**config.mk**
```make
export PLATFORM = sky130hd
export DESIGN_NAME = segment_driver_n
export DESIGN_NICKNAME = d
export VERILOG_FILES = /design/src/rtl/segment_driver_n.sv
export SDC_FILE = /design/constraint.sdc
export NUM_CORES = 1
export LEC_CHECK = 0
export BUFFER_PORTS_ARGS = -buffer_cell sky130_fd_sc_hd__buf_2
export CAP_MARGIN = 20
export CORE_ASPECT_RATIO = 1.2
export CORE_MARGIN = 2
export CORE_UTILIZATION = 55
export CTS_BUF_LIST = sky130_fd_sc_hd__clkbuf_2
export CTS_CLUSTER_DIAMETER = 50
export DETAILED_ROUTE_END_ITERATION = 10
export HOLD_SLACK_MARGIN = 0.05
export MAX_ROUTING_LAYER = met4
export PLACE_DENSITY = 0.83
export SETUP_SLACK_MARGIN = 0.05
export SLEW_MARGIN = 30
export SYNTH_ARGS = -nofsm -noshare
export SYNTH_HDL_FRONTEND = slang
export SYNTH_SLANG_ARGS = --single-unit
export TNS_END_PERCENT = 10
```
**constraint.sdc**
```tcl
create_clock -name clk -period 2.3 [get_ports clk]
set_input_delay 0 -clock clk [delete_from_list [all_inputs] [get_ports clk]]
set_output_delay 0 -clock clk [all_outputs]
set_load 0.03 [all_outputs]
```
**src/rtl/segment_driver_n.sv**
```systemverilog
// Walks a single lit segment across NUM_SEGMENTS outputs. The walk is either
// manual (step pulses) or automatic (built-in step-rate counter). Mode
// requests and step requests are single-cycle pulses from the edge detector.
//
// mode       | meaning
// -----------+-------------------------------------------------------------
// M_FORWARD  | manual, next_segment_re moves position up with wrap
// M_BACKWARD | manual, next_segment_re moves position down with wrap
// M_OFF      | display blank, position and direction frozen
// M_CYCLIC   | automatic, one step up (with wrap) every TICK_PERIOD cycles
// M_BOUNCE   | automatic, ping-pongs between 0 and N-1 every TICK_PERIOD
module segment_driver_n #(
    parameter int NUM_SEGMENTS  = 6,
    parameter int DISPLAY_WIDTH = 8,
    parameter int TICK_PERIOD   = 50000000,
    localparam int POS_W = (NUM_SEGMENTS > 1) ? $clog2(NUM_SEGMENTS) : 1,
    localparam int CNT_W = $clog2(TICK_PERIOD)
) (
    input  logic                     clk,
    input  logic                     async_nreset,
    input  logic                     next_segment_re,
    input  logic                     change_mode_re,
    output logic [DISPLAY_WIDTH-1:0] display,
    output logic [2:0]               mode,
    output logic [POS_W-1:0]         position,
    output logic                     step_pulse
);

    typedef enum logic [2:0] {
        M_FORWARD  = 3'd0,
        M_BACKWARD = 3'd1,
        M_OFF      = 3'd2,
        M_CYCLIC   = 3'd3,
        M_BOUNCE   = 3'd4
    } mode_t;

    // Wrap points are the last real segment, never 2^POS_W-1.
    localparam logic [POS_W-1:0] POS_LAST = POS_W'(NUM_SEGMENTS - 1);
    localparam logic [CNT_W-1:0] CNT_LAST = CNT_W'(TICK_PERIOD - 1);

    mode_t            mode_q, mode_d;
    logic [POS_W-1:0] pos_q, pos_d;
    logic [POS_W-1:0] pos_inc, pos_dec;
    logic             dir_up_q, dir_up_d;
    logic [CNT_W-1:0] cnt_q, cnt_d;
    logic             step_pulse_q;
    logic             auto_mode;
    logic             tick;

    assign pos_inc   = (pos_q == POS_LAST) ? '0 : pos_q + POS_W'(1);
    assign pos_dec   = (pos_q == '0) ? POS_LAST : pos_q - POS_W'(1);
    assign auto_mode = (mode_q == M_CYCLIC) || (mode_q == M_BOUNCE);
    assign tick      = auto_mode && (cnt_q == CNT_LAST);

    // Next-state: step is judged under the current mode, then a mode request
    // (if any) overrides the mode and restarts the step-rate counter.
    always_comb begin
        mode_d   = mode_q;
        pos_d    = pos_q;
        dir_up_d = dir_up_q;
        cnt_d    = (!auto_mode || tick) ? '0 : cnt_q + CNT_W'(1);

        case (mode_q)
            M_FORWARD:  if (next_segment_re) pos_d = pos_inc;
            M_BACKWARD: if (next_segment_re) pos_d = pos_dec;
            M_OFF:      ;
            M_CYCLIC:   if (tick) pos_d = pos_inc;
            M_BOUNCE: begin
                if (tick) begin
                    if (dir_up_q) begin
                        if (pos_q == POS_LAST) begin
                            pos_d    = pos_dec;
                            dir_up_d = 1'b0;
                        end else begin
                            pos_d = pos_inc;
                        end
                    end else begin
                        if (pos_q == '0) begin
                            pos_d    = pos_inc;
                            dir_up_d = 1'b1;
                        end else begin
                            pos_d = pos_dec;
                        end
                    end
                end
            end
            default:    mode_d = M_FORWARD;
        endcase

        if (change_mode_re) begin
            cnt_d = '0;
            case (mode_q)
                M_FORWARD:  mode_d = M_BACKWARD;
                M_BACKWARD: mode_d = M_OFF;
                M_OFF:      mode_d = M_CYCLIC;
                M_CYCLIC:   mode_d = M_BOUNCE;
                default:    mode_d = M_FORWARD;
            endcase
            if (mode_d == M_BOUNCE) dir_up_d = 1'b1;
        end
    end

    // State register; step_pulse marks the first cycle a new position shows.
    always_ff @(posedge clk or negedge async_nreset) begin
        if (!async_nreset) begin
            mode_q       <= M_FORWARD;
            pos_q        <= '0;
            dir_up_q     <= 1'b1;
            cnt_q        <= '0;
            step_pulse_q <= 1'b0;
        end else begin
            mode_q       <= mode_d;
            pos_q        <= pos_d;
            dir_up_q     <= dir_up_d;
            cnt_q        <= cnt_d;
            step_pulse_q <= (pos_d != pos_q);
        end
    end

    assign display    = (mode_q == M_OFF) ? '0 : (DISPLAY_WIDTH'(1) << pos_q);
    assign mode       = mode_q;
    assign position   = pos_q;
    assign step_pulse = step_pulse_q;

endmodule

```
## Yosys cells after proc, flatten, opt, wreduce, memory -nomap -nowiden

Cells that the tools add are included.

| word-level totals | value |
|---|---|
| register bits after elaboration | 34 |
| bits of input ports | 4 |
| output and inout port bits | 15 |
| word-level logic and storage cells | 49 |

| operators by class | value |
|---|---|
| add/subtract/negate cells | 3 |
| equal/unequal tests | 9 |
| shift operators | 1 |
| muxes and demuxes | 24 |
| reductions and logical operators | 7 |

Operator list:

| kind | count |
|---|---|
| $mux W26 | 2 |
| $mux W3 | 12 |
| $add A26 B1 Y26 const B | 1 |
| $eq A26 B26 Y1 const B | 1 |
| $pmux W3 S4 | 2 |
| $eq A3 B3 Y1 const B | 3 |
| $mux W8 | 1 |
| $shl A1 B3 Y8 const A | 1 |
| $mux W1 | 7 |
| $eq A3 B2 Y1 const B | 2 |
| $logic_not A3 Y1 | 2 |
| $reduce_or A5 Y1 | 1 |
| $add A3 B1 Y3 const B | 1 |
| $eq A3 B1 Y1 const B | 1 |
| $ne A3 B3 Y1 | 1 |
| $sub A3 B1 Y3 const B | 1 |
| $logic_or A1 B1 Y1 | 2 |
| $ne A2 B1 Y1 const B | 1 |
| $logic_and A1 B1 Y1 | 1 |
| $logic_not A1 Y1 | 1 |

## Longest topological paths before layout

| logic depth | value |
|---|---|
| depth after elaboration | 7 |
| depth in mapped cells | 9 |

## Least setup slack after synthesis

Ideal clock, no wire load.

| timing | value |
|---|---|
| path type | reg-to-reg |
| start | reg pos_q[1] (netlist: position[1]) |
| end | reg pos_q[2] (netlist: position[2]) |
| setup time | 0.087 ns |
| arrival time | 1.877 ns |
| data required time | 2.213 ns |
| path slack | 0.337 ns |
| cell stages (with the launch flop) | 9 |
| path buffers | 1 |
| cells stage by stage | dfrtp_1 -> clkbuf_1 -> nand2_1 -> inv_1 -> ha_1 -> a21oi_1 -> mux2i_1 -> a211o_1 -> o211ai_1 |

| on the way | value |
|---|---|
| cells in the longest elaborated chain, start to end | 6 |

Ends and longest elaborated chain:

| what | line | text |
|---|---|---|
| start: declaration | 42 | `logic [POS_W-1:0] pos_q, pos_d;` |
| start signal: assignment | 113 | `pos_q <= pos_d;` |
| $sub A3 B1 Y3, or another cell as far along | 51 | `assign pos_dec = (pos_q == '0) ? POS_LAST : pos_q - POS_W'(1);` |
| $mux W3 (on tied branches) | 51, 50 |  |
| $mux W3 (on tied branches) | 78, 71 |  |
| $mux W3 | 70 | `if (dir_up_q) begin` |
| $mux W3 | 69 | `if (tick) begin` |
| $pmux W3 S4 * | 63 | `case (mode_q)` |
| via pos_d[2] | 42 |  |

Mark *: on every way through the listed nets, which the timed path passes. The rest lies on a longest branch.
A chain may end at the register's enable or synchronous reset.

## Worst setup path in the final report

| timing | value |
|---|---|
| start | reg mode_q[0] (netlist: mode[0]) |
| end | out display[4] |

| on the way | value |
|---|---|
| cells in the longest elaborated chain, start to end | 2 |

Ends and longest elaborated chain:

| what | line | text |
|---|---|---|
| start: declaration | 41 | `mode_t mode_q, mode_d;` |
| start signal: assignment | 112 | `mode_q <= mode_d;` |
| $eq A3 B2 Y1 | 120 | `assign display = (mode_q == M_OFF) ? '0 : (DISPLAY_WIDTH'(1) << pos_q);` |
| $mux W8 | 120 |  |
| end: declaration | 23 | `output logic [DISPLAY_WIDTH-1:0] display,` |

Every way passes these cells.

==> results.toml <==
[yosys]
ys_warn_count = 0
synthAdderAreaFrac_pct = 1.922
synth.ff_latch_count = 34
synth_top_family_by_area = "simple AND/OR/NAND/NOR gates"
synthFlopType = "dfrtp_1"
synth_compound_area_share_pct = 6.919
ys_seq_area_share_pct = 43.63
synth_top_cell_by_area = "dfrtp_1"
syn-num-nets = 218
synthArstFlopShare_pct = 100.0
synth_most_common_cell = "nor2_1"
synthMuxAreaShare_pct = 1.089
yosysUniqueCellTypes = 45
netlist_area_um2 = 1953
synth-edff-count = 0
synth.top_cells.by_area = "dfrtp_1 42%, xor2_1 9.4%, nor2_1 6.9%"
syn_avg_cell_area_um2 = 9.257
netlist_instances = 211
netlist.area_leader.share_pct = 42.28
synthSimpleGateAreaFrac_pct = 31.65
synth_xor_area_share_pct = 12.11
synthTopCellsByCount = "36 x nor2_1, 33 x dfrtp_1, 21 x xor2_1"

[timing]
fin_hold_ws_ps = 199.0
final_hold_viol_count = 0
rsz0062_at_grt = "false"
slew_violations = 0
fmax_mhz = 490.1
fin_setup_tns_ps = 0
tightest_slew_ps = 737.9
post-route-min-period_ps = 2041
skew_ps = 24.19
post-route-period-util_pct = 88.72
finalSetupViolCount = 0
slew_headroom_pct = 50.81

[routing]
wl_per_cell_um = 14.04
via_per_inst = 5.870
drt_iter0_drc = 93
route.detailed.drc = 0
drt_first_pass_iters = 4
ant_nets = 0
vias = 1585
wl_um = 3792

[run]
cap_viol_max_count = 0

[global_routing]
grt_antenna_before_repair = 0
grt_first_pass_wirelength_um = 6396
gr-total-overflow = 0
grt_pass1_vias = 1441
grt_usage_pct = 20.93
grt_max_degree = 35

[cts]
cts_root_buffer = "clkbuf_2"
numCtsBuffers = 5
cts.clk_slew.worst_paths_ps = 180
cts_setup_buffers = 0
cts-resized-gates = 0
htreeDepth = 2
clk_latency_ps = 380
cts_num_sinks = 34
cts_buffer_depth = 2
cts_tree = "built"

[hold_path]
hold_path.class = "in -> async"

[power]
worst_ir_drop_vdd_v = 0.0008793
p_per_area_nw_per_um2 = 988.7
power_leakage_nw = 0.9786
power_mw = 2.157

[critical_path]
endpoint_kind = "output pin"
critical_path_class = "reg -> out"
cp_max_fo = 12
crit_arrival_ps = 2040
worstPathRequired_ps = 2300
critPathLaunchType = "flop"

[placement]
dpl.hpwl_um = 2569
port_buffers = 18
gp_congestion = 0.9758
placed_cells = 259

[cells_and_area]
seq_area_um2 = 852.1
n_antenna_cell = 0
fillers = 289
layout-drive-gt1-share_pct = 15.45
layout.nets = 239
fin_cells = 270
multi_input_area_um2 = 1049
area_growth_pct = 11.72

[floorplan]
start_util_pct = 58.01
fp.dieW_um = 58.40
fp-row-count = 23
die_area_um2 = 4046
coreArea_um2 = 3367
io_pins = 19
die_y_um = 69.28

[run_status]
status = "finished, final reports clean"
-- through the flow --
stage	util [%]	instance area [µm²]	setup slack, ps
finish	64.81	2182	259.4
global route	64.81	2182	129.6
CTS	64.81	2182	224.4
detailed placement	61.28	2063	463.6
global placement	61.28	2063	519.1
floorplan	-	1953	336.8
-- worst paths after layout --
kind,start,end,slack (ps),cells after the start
max,mode[0]$_DFFE_PN0P_,display[4],260,4
min,async_nreset,mode[1]$_DFFE_PN0P_,200,2
max reg2reg,position[2]$_DFF_PN0_,position[2]$_DFF_PN0_,420,6
min reg2reg,cnt_q[0]$_DFF_PN0_,cnt_q[0]$_DFF_PN0_,530,1
max in group asynchronous,async_nreset,cnt_q[4]$_DFF_PN0_,1620,2
min in group clk,change_mode_re,mode[2]$_DFFE_PN0P_,420,3
-- cell families after synthesis --
| group | after synthesis |
|---|---|
| AO/OA/AOI/OAI | 21 |
| XOR/XNOR | 27 |
| adder cells (fa/ha/maj) | 3 |
| buffers and inverters | 12 |
| flip-flops | 34 |
| multiplexers | 2 |
| AND/OR/NAND/NOR | 112 |
-- flip-flops by register name (all words and copies together), names as in the netlist --
register and cells:
step_pulse 1, cnt_q 26, mode 3, dir_up_q 1, position 3
-- placed cells by master (no fill, tap or decap), types with 3 or more instances in the layout --
| cell | n |
|---|---|
| nand3_1 | 13 |
| ha_1 | 3 |
| inv_1 | 3 |
| nor2_1 | 36 |
| o21ai_0 | 4 |
| buf_2 | 18 |
| a21oi_1 | 7 |
| dlygate4sd3_1 | 3 |
| dfrtp_1 | 33 |
| nor3_1 | 3 |
| and4_1 | 5 |
| xor2_1 | 21 |
| nand2_1 | 17 |
| nand4_1 | 8 |
| nor2b_1 | 5 |
| xnor2_1 | 6 |
| clkbuf_2 | 5 |
| and3_1 | 6 |
-- worst max-delay path, cell delays in order, from the launching register on --
cell	delay [ps]
dfrtp_1	550
nor3b_1	630
nand2b_1	230
nor3_1	60
buf_2	190
-- where the power goes --
group	internal [mW]	total [mW]	switching, mW
clock network	0.290	0.486	0.196
registers	0.659	0.796	0.137
logic	0.300	0.875	0.576
total	1.25	2.16	0.909
-- routing by layer --
layer	GRT usage [%]	vias to the layer above	share of wire, %
met5	-	-	0
met4	8.010	0	1.7
met3	5.037	8	4.6
met2	32.08	38	48
met1	26.53	759	46
li1	-	780	-
-- area by class of cell --
cell class                      count  share of cell area [%]
Clock buffer                        5                   1.147
Clock inverter                      3                   2.924
Inverter                            3                  0.5161
Multi-Input combinational cell    165                   48.05
Sequential cell                    34                   39.05
Tap cell                           37                   2.122
Timing Repair Buffer               23                   6.193
-- what timing repair did --
item,4_1_cts,5_1_grt
endpoints found under the hold margin,41,0
endpoints found under the setup margin,0,0
hold buffers,3,0
Note: power is estimated with default switching activity, not from simulation.
